$ cat src/rtl/alu_control_fsm.sv
// -----------------------------------------------------------------------------
// alu_control_fsm
//
// Multi-cycle control sequencer for the 16-bit ALU result-select multiplexer.
// An operation is requested with Start in IDLE; the opcode and shift amount
// are captured on that edge. The FSM then walks LOAD -> (EXEC | SHIFT*) -> WB
// and returns to IDLE. Shifts are performed as ShAmt single-bit iterations
// through the datapath working register W.
//
// All outputs are registers. Their next values are decoded from the next state
// and the next latched opcode, so each output changes on the same edge as the
// state. There is no combinational path from any input to any output.
//
// Ports
//   Clock        in   rising-edge clock
//   Reset        in   synchronous, active-low reset
//   Start        in   operation request, sampled only in IDLE
//   Opcode[3:0]  in   operation code, captured on the accepted Start edge
//   ShAmt[3:0]   in   shift amount 0..15, captured with Opcode
//   S[2:0]       out  result-select code for the 6:1 result mux
//   AInvert      out  invert operand A
//   BInvert      out  invert operand B
//   CarryIn      out  adder carry-in (1 for SUB)
//   OpLoad       out  one-cycle pulse: load operand registers, W <= A
//   ShiftStep    out  per-iteration pulse: W <= mux output
//   WbFromShift  out  writeback source: 1 = W, 0 = mux output
//   RegWrite     out  one-cycle register-file write pulse
//   Busy         out  high in every state except IDLE
//   Done         out  one-cycle completion pulse
//   IllegalOp    out  high with Done for an undefined opcode
// -----------------------------------------------------------------------------
module alu_control_fsm (
  input  logic       Clock,
  input  logic       Reset,
  input  logic       Start,
  input  logic [3:0] Opcode,
  input  logic [3:0] ShAmt,
  output logic [2:0] S,
  output logic       AInvert,
  output logic       BInvert,
  output logic       CarryIn,
  output logic       OpLoad,
  output logic       ShiftStep,
  output logic       WbFromShift,
  output logic       RegWrite,
  output logic       Busy,
  output logic       Done,
  output logic       IllegalOp
);

  // One-hot state encoding; any non-legal pattern recovers to IDLE.
  localparam logic [4:0] ST_IDLE  = 5'b00001;
  localparam logic [4:0] ST_LOAD  = 5'b00010;
  localparam logic [4:0] ST_EXEC  = 5'b00100;
  localparam logic [4:0] ST_SHIFT = 5'b01000;
  localparam logic [4:0] ST_WB    = 5'b10000;

  localparam logic [3:0] OP_AND = 4'b0000;
  localparam logic [3:0] OP_OR  = 4'b0001;
  localparam logic [3:0] OP_ADD = 4'b0010;
  localparam logic [3:0] OP_SUB = 4'b0011;
  localparam logic [3:0] OP_XOR = 4'b0100;
  localparam logic [3:0] OP_SLL = 4'b0101;
  localparam logic [3:0] OP_SRL = 4'b0110;
  localparam logic [3:0] OP_NOR = 4'b0111;

  // Result-mux select codes.
  localparam logic [2:0] SEL_AND = 3'b000;
  localparam logic [2:0] SEL_OR  = 3'b010;
  localparam logic [2:0] SEL_SUM = 3'b001;
  localparam logic [2:0] SEL_XOR = 3'b011;
  localparam logic [2:0] SEL_SLL = 3'b111;
  localparam logic [2:0] SEL_SRL = 3'b110;

  // Packed datapath controls: {S[2:0], AInvert, BInvert, CarryIn, WbFromShift}.
  // Illegal opcodes decode to all-zero so the mux controls stay quiet.
  function automatic logic [6:0] decode_ctrl(input logic [3:0] op);
    logic [6:0] ctrl;
    case (op)
      OP_AND:  ctrl = {SEL_AND, 1'b0, 1'b0, 1'b0, 1'b0};
      OP_OR:   ctrl = {SEL_OR,  1'b0, 1'b0, 1'b0, 1'b0};
      OP_ADD:  ctrl = {SEL_SUM, 1'b0, 1'b0, 1'b0, 1'b0};
      OP_SUB:  ctrl = {SEL_SUM, 1'b0, 1'b1, 1'b1, 1'b0};
      OP_XOR:  ctrl = {SEL_XOR, 1'b0, 1'b0, 1'b0, 1'b0};
      OP_SLL:  ctrl = {SEL_SLL, 1'b0, 1'b0, 1'b0, 1'b1};
      OP_SRL:  ctrl = {SEL_SRL, 1'b0, 1'b0, 1'b0, 1'b1};
      OP_NOR:  ctrl = {SEL_AND, 1'b1, 1'b1, 1'b0, 1'b0};
      default: ctrl = 7'b000_0000;
    endcase
    return ctrl;
  endfunction

  // Opcodes 1000..1111 are undefined.
  function automatic logic is_legal(input logic [3:0] op);
    return (op[3] == 1'b0);
  endfunction

  function automatic logic is_shift(input logic [3:0] op);
    return (op == OP_SLL) || (op == OP_SRL);
  endfunction

  logic [4:0] state_r;
  logic [4:0] state_nxt_s;
  logic [3:0] op_r;
  logic [3:0] op_nxt_s;
  logic [3:0] sh_r;
  logic [3:0] sh_nxt_s;
  logic [3:0] cnt_r;
  logic [3:0] cnt_nxt_s;

  logic [6:0] ctrl_r;
  logic [6:0] ctrl_nxt_s;
  logic       op_load_r;
  logic       shift_step_r;
  logic       reg_write_r;
  logic       busy_r;
  logic       done_r;
  logic       illegal_r;

  logic       nxt_is_wb_s;
  logic       nxt_legal_s;

  // Next-state, operand-latch and shift-counter logic.
  always_comb begin
    state_nxt_s = ST_IDLE;
    op_nxt_s    = op_r;
    sh_nxt_s    = sh_r;
    cnt_nxt_s   = cnt_r;
    case (state_r)
      ST_IDLE: begin
        if (Start) begin
          state_nxt_s = ST_LOAD;
          op_nxt_s    = Opcode;
          sh_nxt_s    = ShAmt;
        end else begin
          state_nxt_s = ST_IDLE;
        end
      end
      ST_LOAD: begin
        if (!is_legal(op_r)) begin
          state_nxt_s = ST_WB;
        end else if (is_shift(op_r)) begin
          if (sh_r == 4'd0) begin
            // Zero-length shift writes back the unshifted A held in W.
            state_nxt_s = ST_WB;
          end else begin
            state_nxt_s = ST_SHIFT;
            cnt_nxt_s   = sh_r;
          end
        end else begin
          state_nxt_s = ST_EXEC;
        end
      end
      ST_EXEC: begin
        state_nxt_s = ST_WB;
      end
      ST_SHIFT: begin
        // Leaving on count==1 yields exactly ShAmt ShiftStep cycles; a
        // corrupted zero count also exits rather than wrapping to 15.
        if (cnt_r <= 4'd1) begin
          state_nxt_s = ST_WB;
          cnt_nxt_s   = 4'd0;
        end else begin
          state_nxt_s = ST_SHIFT;
          cnt_nxt_s   = cnt_r - 4'd1;
        end
      end
      ST_WB: begin
        state_nxt_s = ST_IDLE;
        cnt_nxt_s   = 4'd0;
      end
      default: begin
        state_nxt_s = ST_IDLE;
        cnt_nxt_s   = 4'd0;
      end
    endcase
  end

  // Output decode for the upcoming state, so outputs register alongside it.
  always_comb begin
    nxt_is_wb_s = (state_nxt_s == ST_WB);
    nxt_legal_s = is_legal(op_nxt_s);
    if (state_nxt_s != ST_IDLE) begin
      ctrl_nxt_s = decode_ctrl(op_nxt_s);
    end else begin
      ctrl_nxt_s = 7'b000_0000;
    end
  end

  // State, latched operation and registered outputs.
  always_ff @(posedge Clock) begin
    if (!Reset) begin
      state_r      <= ST_IDLE;
      op_r         <= 4'd0;
      sh_r         <= 4'd0;
      cnt_r        <= 4'd0;
      ctrl_r       <= 7'b000_0000;
      op_load_r    <= 1'b0;
      shift_step_r <= 1'b0;
      reg_write_r  <= 1'b0;
      busy_r       <= 1'b0;
      done_r       <= 1'b0;
      illegal_r    <= 1'b0;
    end else begin
      state_r      <= state_nxt_s;
      op_r         <= op_nxt_s;
      sh_r         <= sh_nxt_s;
      cnt_r        <= cnt_nxt_s;
      ctrl_r       <= ctrl_nxt_s;
      op_load_r    <= (state_nxt_s == ST_LOAD);
      shift_step_r <= (state_nxt_s == ST_SHIFT);
      reg_write_r  <= nxt_is_wb_s && nxt_legal_s;
      busy_r       <= (state_nxt_s != ST_IDLE);
      done_r       <= nxt_is_wb_s;
      illegal_r    <= nxt_is_wb_s && !nxt_legal_s;
    end
  end

  assign S           = ctrl_r[6:4];
  assign AInvert     = ctrl_r[3];
  assign BInvert     = ctrl_r[2];
  assign CarryIn     = ctrl_r[1];
  assign WbFromShift = ctrl_r[0];
  assign OpLoad      = op_load_r;
  assign ShiftStep   = shift_step_r;
  assign RegWrite    = reg_write_r;
  assign Busy        = busy_r;
  assign Done        = done_r;
  assign IllegalOp   = illegal_r;

endmodule

$ cat config.mk
export PLATFORM = sky130hd
export DESIGN_NAME = alu_control_fsm
export DESIGN_NICKNAME = d
export VERILOG_FILES = /design/src/rtl/alu_control_fsm.sv
export SDC_FILE = /design/constraint.sdc
export NUM_CORES = 1
export LEC_CHECK = 0
export ABC_CLOCK_PERIOD_IN_PS = 3100
export CORE_ASPECT_RATIO = 0.7
export CORE_MARGIN = 4
export CORE_UTILIZATION = 62
export DETAILED_ROUTE_END_ITERATION = 16
export DONT_BUFFER_PORTS = 1
export HOLD_SLACK_MARGIN = 0.03
export PLACE_DENSITY_LB_ADDON = 0.1
export SYNTH_ARGS = -nofsm -noshare
export SYNTH_HDL_FRONTEND = slang
export SYNTH_SLANG_ARGS = --single-unit
$ cat constraint.sdc
create_clock -name Clock -period 3.1 [get_ports Clock]
set_input_delay 0.93 -clock Clock [delete_from_list [all_inputs] [get_ports Clock]]
set_output_delay 0.93 -clock Clock [all_outputs]
set_load 0.02 [all_outputs]
# --- Word-level counts from Yosys, hierarchy flattened ---
# Memories as Yosys holds them, arrays and structs flattened. A register that Yosys moved wholly into a read port is not among the register bits.
# Index checks and enable logic that the tools add are counted.
word_totals:
  ff_bits: 23
  rom_bits: 56
  output_inout_bits: 13
  elab_cells: 51
  n_memories: 1
memory_table:
  columns: ["memory", "words", "word_bits", "read_ports", "rd_ports_with_merged_regs", "write_ports", "line_no", "rtl"]
  rows:
  - ["(name not given)", 8, 7, 1, 1, 0, "79", "case (op)"]
classes:
  n_addsub: 1
  magnitude_cmp: 1
  n_eq_ne: 13
  mux: 13
  bitwise_logic: 4
  reduce_logical: 8
ops:
  columns: ["operator", "n"]
  rows:
  - ["$mux W4", 6]
  - ["$mux W5", 4]
  - ["$pmux W5 S4", 1]
  - ["$pmux W4 S3", 1]
  - ["$eq A5 B2 Y1 const B", 2]
  - ["$eq A5 B4 Y1 const B", 2]
  - ["$eq A4 B3 Y1 const B", 2]
  - ["$ne A2 B2 Y1 const B", 3]
  - ["$eq A5 B1 Y1 const B", 1]
  - ["$eq A5 B3 Y1 const B", 1]
  - ["$eq A5 B5 Y1 const B", 1]
  - ["$ne A5 B1 Y1 const B", 1]
  - ["$le A4 B1 Y1 const B", 1]
  - ["$logic_not A4 Y1", 1]
  - ["$not A1 Y1", 4]
  - ["$reduce_and A4 Y1", 1]
  - ["$sub A4 B1 Y4 const B", 1]
  - ["$reduce_or A3 Y1", 1]
  - ["$logic_and A1 B1 Y1", 2]
  - ["$mux W2", 1]
  - ["$reduce_and A2 Y1", 1]
  - ["$reduce_or A2 Y1", 1]
  - ["$logic_or A1 B1 Y1", 1]

# --- Logic depth before layout (Yosys ltp) ---
# Gate-level depths: netlist of the first run.
logic_depth:
  ltp_word: 8
  depth_mapped: 7

# --- Least setup slack after synthesis of the first run ---
# OpenSTA, ideal clock, no wires.
synth_path:
  path_kind: "in2reg"
  from: "input Reset"
  to: "register busy_r (netlist: Busy)"
  setup_time_ns: 0.057
  t_arrival_ns: 1.898
  required_time_ns: 3.043
  setup_slack_ns: 1.145
  path_stages: 5
  n_path_buf: 1
  cell_sequence: "buf_2 -> clkinv_1 -> nor2_1 -> o21ai_1 -> o21ba_2"
synth_rtl:
  columns: ["element", "line_no", "rtl"]
  rows:
  - ["from (decl)", "34", "input logic Reset,"]
  - ["to (signal assigned)", "213", "busy_r <= (state_nxt_s != ST_IDLE);"]
  - ["to (decl)", "116", "logic busy_r;"]

# --- Final worst setup path of the first run ---
layout_path:
  from: "register state_r[1]"
  to: "register ctrl_r[0]"
layout_via:
  word_cells_on_any_way: 9
layout_rtl:
  columns: ["element", "line_no", "rtl"]
  rows:
  - ["from (decl)", "102", "logic [4:0] state_r;"]
  - ["from (signal assigned)", "205", "state_r <= state_nxt_s;"]
  - ["$eq A5 B1 Y1", "129", "case (state_r)"]
  - ["$mux W4", "129", null]
  - ["via op_nxt_s[0]", "105", "logic [3:0] op_nxt_s;"]
  - ["to (decl)", "111", "logic [6:0] ctrl_r;"]
# The timed path passes the listed nets, and every way through them passes these cells.
# A chain may end at the register's enable or synchronous reset.

==> results by group, run 1 <==
Setup path
  • Setup CP Type: reg2reg
  • Max FO, Critical Path: 14
  • Critical-path top delay cell: nor4b_4
  • Crit path DAT: 2380 ps
  • CP cell instances: nor4b_4, nand3_4, mux2_4, ha_1, nor3b_2
  • Crit end category: flop
  • CP peak stage delay: just over 500 ps
  • Worst r2r src: state_r[1]
  • CP Launch Point: state_r[1]
  • Crit path required time: 3300 ps
  • Setup crit start kind: flop

Routing
  • Residual DRC: 0
  • Drt initial violations: 111
  • Antenna-violating nets left: 0
  • Routed len/inst: 15.2 um
  • Number of iterations in the first detailed-routing pass: 4
  • Final wirelength: 2.56 mm
  • Routed via count: 942
  • Via density per instance: 5.57

Logic synthesis
  • Count leader, synth: dfxtp_1
  • Syn_area_per_cell: 10.4 sq um
  • Top post-synthesis cells by count: dfxtp_1 (29), nor2_1 (18), inv_1 (8)
  • Largest area contributor in the netlist: dfxtp_1
  • Seq/Total Area, Yosys: 0.415
  • Syn nets: 149
  • Number of flops mapped to enable cells by yosys: 0
  • Largest cells by area after synthesis: dfxtp_1 (42%), mux2i_1 (5.0%), nor2_1 (4.8%), a32o_1 (2.9%), ha_1 (2.7%)
  • Main synth FF type: dfxtp_1
  • Mapped Area: 0.00140 sq mm
  • Synth Warn #: 0
  • Post-synthesis register bit count: 29
  • Synth Instances: between 100 and 150
  • Netlist cell types: 45
  • Synth top area share: 0.415
  • Synth async-reset ratio: 0

Layout
  • Final non-filler cell total: 169
  • Share of layout cells above drive strength 1: 0.175
  • Final Util: 0.672
  • Area grow syn2layout: 3.58%
  • Design Area, Final: 0.00145 sq mm
  • Final #Nets: 150
  • ANT cells: 0

Power and ir drop
  • Sw frac: 0.291
  • Logic gate share of total power: 0.156
  • Sequential share of power: 0.555
  • VDD IR-drop max: roughly 300 uV
  • Leak Pwr: 0.596 nW
  • NetSw: ~220 uW
  • Clk pwr share: 0.289
  • Pwr per Cell Area: around 520 mW/mm^2
  • Internal power: around 530 uW

Global route
  • GRT Overall Usage: 0.190
  • Pin count of the biggest net entering global routing: 15
  • Grt peak-use layer: met2
  • Initial antenna violation count: 0
  • Met2 usage: 0.287
  • Grt met3 use: 0.0869
  • Grt met1 use: 0.237
  • First-pass GRT wire length: approximately 4.2 mm
  • Vias in the first global route: between 900 and 1,000
  • GRT overflow: 0

Clock tree
  • Clock slew seen by the registers of the worst setup and hold paths: 100 ps
  • CTS tree: yes
  • CTS max path bufs: 2
  • CTS Buf Count: 5
  • H-tree lvl count: 2
  • Post-CTS setup buffers: 0
  • Root Driver: clkbuf_4
  • Post-CTS sizing: 0
  • Sink Count: 29
  • Clock Latency Late Sink: 330 ps
  • Hold_buf cts: 0

STA
  • Clk_skew: 14.7 ps
  • Crit share post-route: 0.703
  • RSZ-0062 raised after global routing: false
  • Total negative setup slack: 0 ps
  • Fmax achieved: ~460 MHz
  • Minimum clock period: 2180 ps
  • Fin. Hold Viols: 0
  • Worst-Margin Slew: about 910 ps
  • Final worst slack: 920 ps
  • Final setup violation count: 0
  • Slew HR: 0.384
  • Pins Over Slew Limit: 0

Hold path
  • Min-delay src: cnt_r[1]
  • Worst min path class: reg2reg

Floorplanning
  • Die area: 0.00309 sq mm
  • Initial Util: 0.649
  • Core region area: ~0.0022 sq mm
  • Site Rows: 14
  • Die Y: 47.7 um
  • Die X: 64.7 um
  • Io pins: 24

Placed design
  • # port buffers: 0
  • Cell area after placement: around 0.0014 sq mm
  • Placed Instances: 161
  • Final RePlAce weighted congestion: 0.783
  • Setup WS pre-CTS: between 900 and 1000 ps
  • DP HPWL: 1.88 mm

Flow run
  • Max-Cap Viols: 0

Status
  • Status: complete, no violations
==> routing by layer <==
metal | up-vias | share of wire | routed length (um)
met5 | - | 0 | 0
met3 | 7 | 0.075 | 192
met2 | 24 | 0.39 | 1010
met4 | 0 | 0.016 | 42
met1 | 417 | 0.51 | 1320
li1 | 494 | - | -
==> worst paths after layout <==
| check | endpoint | slack, ps | cells after the start |
|---|---|---|---|
| min | cnt_r[1] | 540 | 1 |
| max | ctrl_r[0] | 920 | 5 |
| min reg2reg | cnt_r[1] | 540 | 1 |
| max reg2reg | ctrl_r[0] | 920 | 5 |
==> state kept, by name, summed over array words and instances (netlist names) <==
signal     cells
ShiftStep      1
Busy           1
ctrl_r         6
Done           1
op_r           4
sh_r           4
IllegalOp      1
OpLoad         1
RegWrite       1
state_r        5
cnt_r          4
==> per-stage QoR <==
step,power (mW),hold WS (ps)
4_1_cts,0.754,540
2_1_floorplan,0.524,450
3_3_place_gp,0.536,513
3_5_place_dp,0.539,516
5_1_grt,0.789,569
6_report,0.748,544
==> cell type report <==
class | count | area (sq um)
clock buffers | 6 | 41.3
clock inverters | 2 | 10.0
fillers | 179 | 707
inverters | 9 | 33.8
multi-input cells | 91 | 742
flip-flops and latches | 29 | 581
well taps | 32 | 40.0
==> cells by family (layout without fill, tap and decap cells) <==
family | Yosys count | after routing | synth area share
buffers and inverters | 15 | 17 | 0.0537
adder cells (fa/ha/maj) | 3 | 3 | 0.0269
flip-flops | 29 | 29 | 0.415
AND/OR/NAND/NOR | 46 | 46 | 0.221
XOR/XNOR | 4 | 4 | 0.0251
multiplexers | 10 | 10 | 0.0877
AO/OA/AOI/OAI | 28 | 28 | 0.170
==> power groups by stage <==
stage	clock network [mW]	registers, mW	logic, mW
floorplan	0	0.416	0.108
global placement	0	0.423	0.113
detailed placement	0	0.424	0.116
CTS	0.222	0.415	0.117
global route	0.242	0.418	0.129
finish	0.216	0.415	0.116
==> cells in the final DEF, fill, tap and decap left out, types with 3 or more instances in the layout <==
cell type / instances
dfxtp_1: 29
nor2_1: 18
inv_1: 8
mux2i_1: 7
clkbuf_4: 5
o2bb2ai_1: 4
a32o_1: 4
nor4_1: 3
nand2b_1: 3
nor3_1: 3
o311ai_1: 3
nand2_1: 3
a21oi_1: 3
nor3b_2: 3
ha_1: 3
==> worst max-delay path, delay by kind of cell (launching register included) <==
family / cells / cell delay [ps]
adder cells (fa/ha/maj): 1 / 280
flip-flops: 1 / 420
AND/OR/NAND/NOR: 3 / 950
multiplexers: 1 / 380
(Power assumes the default switching activity.)
==> run 2: changes to the inputs <==
--- a/config.mk
+++ b/config.mk
@@ -5,10 +5,10 @@
 export SDC_FILE = /design/constraint.sdc
 export NUM_CORES = 1
 export LEC_CHECK = 0
-export ABC_CLOCK_PERIOD_IN_PS = 3100
+export ABC_CLOCK_PERIOD_IN_PS = 2200
 export CORE_ASPECT_RATIO = 0.7
 export CORE_MARGIN = 4
-export CORE_UTILIZATION = 62
+export CORE_UTILIZATION = 61
 export DETAILED_ROUTE_END_ITERATION = 16
 export DONT_BUFFER_PORTS = 1
 export HOLD_SLACK_MARGIN = 0.03
==> constraint.sdc (replaced) <==
create_clock -name Clock -period 2.2 [get_ports Clock]
set_input_delay 0.66 -clock Clock [delete_from_list [all_inputs] [get_ports Clock]]
set_output_delay 0.66 -clock Clock [all_outputs]
set_load 0.02 [all_outputs]
==> results by group, run 2 (same netlist as run 1, synthesis figures left out) <==
Setup path
  • R2R Setup Slk: 270 ps
  • Crit path required time: 2420 ps
  • Max FO, Critical Path: 10
  • Setup CP Type: reg2reg
  • Setup crit start kind: flop
  • Crit end category: flop
  • CP Launch Point: state_r[1]
  • Crit path capture: ctrl_r[0]
  • R2R cell count: 5
  • Crit Reg-Reg Endpoint: ctrl_r[0]
  • Crit path DAT: about 2200 ps
  • Worst r2r src: state_r[1]

Power and ir drop
  • NetSw: ~320 uW
  • Design Power: approximately 1.2 mW
  • Leak Pwr: 0.628 nW
  • VDD IR-drop max: approximately 560 uV
  • Sw frac: 0.261
  • Sequential share of power: 0.479
  • Pwr per Cell Area: 811 mW/mm^2
  • Clk pwr share: 0.378
  • Logic gate share of total power: 0.143
  • Internal power: 905 uW

Clock tree
  • Post-CTS setup buffers: 0
  • Clock slew seen by the registers of the worst setup and hold paths: around 90 ps
  • Post-CTS sizing: 0
  • Sink Count: 29
  • CTS Buf Count: 5
  • H-tree lvl count: 2
  • Hold_buf cts: 0
  • CTS max path bufs: 2
  • Clock Latency Late Sink: 340 ps
  • CTS tree: yes
  • Root Driver: clkbuf_4

STA
  • Fmax achieved: 518 MHz
  • Final setup violation count: 0
  • Minimum clock period: approximately 1900 ps
  • Clk_skew: 8.47 ps
  • Slew HR: 0.575
  • Worst-Margin Slew: 632 ps
  • Total negative setup slack: 0 ps
  • Fin. Hold Viols: 0
  • Pins Over Slew Limit: 0
  • RSZ-0062 raised after global routing: false
  • Crit share post-route: 0.878
  • Final worst slack: ~270 ps

Hold path
  • Hold Crit Depth: 1
  • Worst min path class: in2reg

Layout
  • Register with the most flip-flops: ctrl_r
  • ANT cells: 0
  • Max reg flops: 6
  • Largest regs: ctrl_r (6), state_r (5)
  • Share of layout cells above drive strength 1: 0.199
  • Area grow syn2layout: 8.15%
  • Highest-count cells in the layout ignoring fill and taps: dfxtp_1 (29), nor2_1 (18), inv_1 (8)
  • Commonest non-fill, non-tap cell in the layout: dfxtp_1
  • Final Util: 0.696
  • Final non-filler cell total: 173
  • Final #Nets: 154

Global route
  • GRT overflow: 0
  • Vias in the first global route: about 950
  • Pin count of the biggest net entering global routing: 11
  • Initial antenna violation count: 0
  • First-pass GRT wire length: 4.34 mm
  • GRT Overall Usage: 0.196

Flow run
  • Max-Cap Viols: 0

Routing
  • Routed len/inst: 15.8 um
  • Met3 routed WL: 209 um
  • Via density per instance: between 5 and 6
  • Routed via count: 1,013
  • M1 wire length: about 1.3 mm
  • Drt initial violations: between 60 and 70
  • Final wirelength: 2.74 mm
  • Uppermost layer routed: met4
  • Number of iterations in the first detailed-routing pass: 4
  • Residual DRC: 0
  • WL met2: 1.20 mm
  • Antenna-violating nets left: 0

Floorplanning
  • Die Y: 48.0 um
  • Die X: 65.2 um
  • Core region area: 0.00217 sq mm
  • Site Rows: 14
  • Initial Util: 0.643
  • Die area: 0.00313 sq mm
  • Io pins: 24

Placed design
  • Setup WS pre-CTS: 292 ps
  • DP HPWL: 1.99 mm
  • Placed Instances: 165
  • Final RePlAce weighted congestion: 0.798
  • # port buffers: 0

Status
  • Status: complete, no violations
## run 2: cell count changes in the layout (fill, tap and decap cells not counted), sizes merged
cell    delta
clkbuf     +1
clkinv     -2
bufinv     +1
buf        +4
## run 2: stage by stage
stage / instance area (sq um) / hold WS [ps]
after CTS: 1510 / 411
after global routing: 1510 / 408
after floorplan: 1400 / 450
after global placement: 1430 / 510
after detailed placement: 1430 / 525
final: 1510 / 417
## run 2: area by class of cell
class	instances	area, sq um
Clock buffer	7	55.1
Multi-Input combinational cell	91	742
Inverter	9	33.8
Sequential cell	29	581
Fill cell	190	661
Tap cell	32	40.0
Clock inverter	1	30.0
Timing Repair Buffer	4	30.0
## run 2: critical path, cell delays in order, from the launching register on
cell and delay, ps:
dfxtp_1 420, nor4b_4 380, nand3_4 210, mux2_4 350, ha_1 290, nor3b_2 160
## run 2: worst min-delay path by stage
stage / from / endpoint / slack (ps)
floorplan: op_r[3] / state_r[2] / 450
global placement: op_r[3] / state_r[2] / 510
detailed placement: op_r[3] / state_r[2] / 520
CTS: Start / state_r[0] / 410
global route: Start / state_r[0] / 410
finish: Start / state_r[0] / 420
## run 2: routing by layer
metal  global-route usage  vias to the layer above
met2                0.316                       33
li1                     -                      498
met3               0.0681                       10
met5                    0                        -
met4                0.124                        0
met1                0.232                      472
## run 2: power groups by stage
stage | Combinational (mW) | Sequential, mW | Clock (mW)
floorplan | 0.152 | 0.586 | 0
global placement | 0.168 | 0.597 | 0
detailed placement | 0.175 | 0.599 | 0
CTS | 0.176 | 0.587 | 0.462
global route | 0.192 | 0.591 | 0.490
finish | 0.176 | 0.587 | 0.463
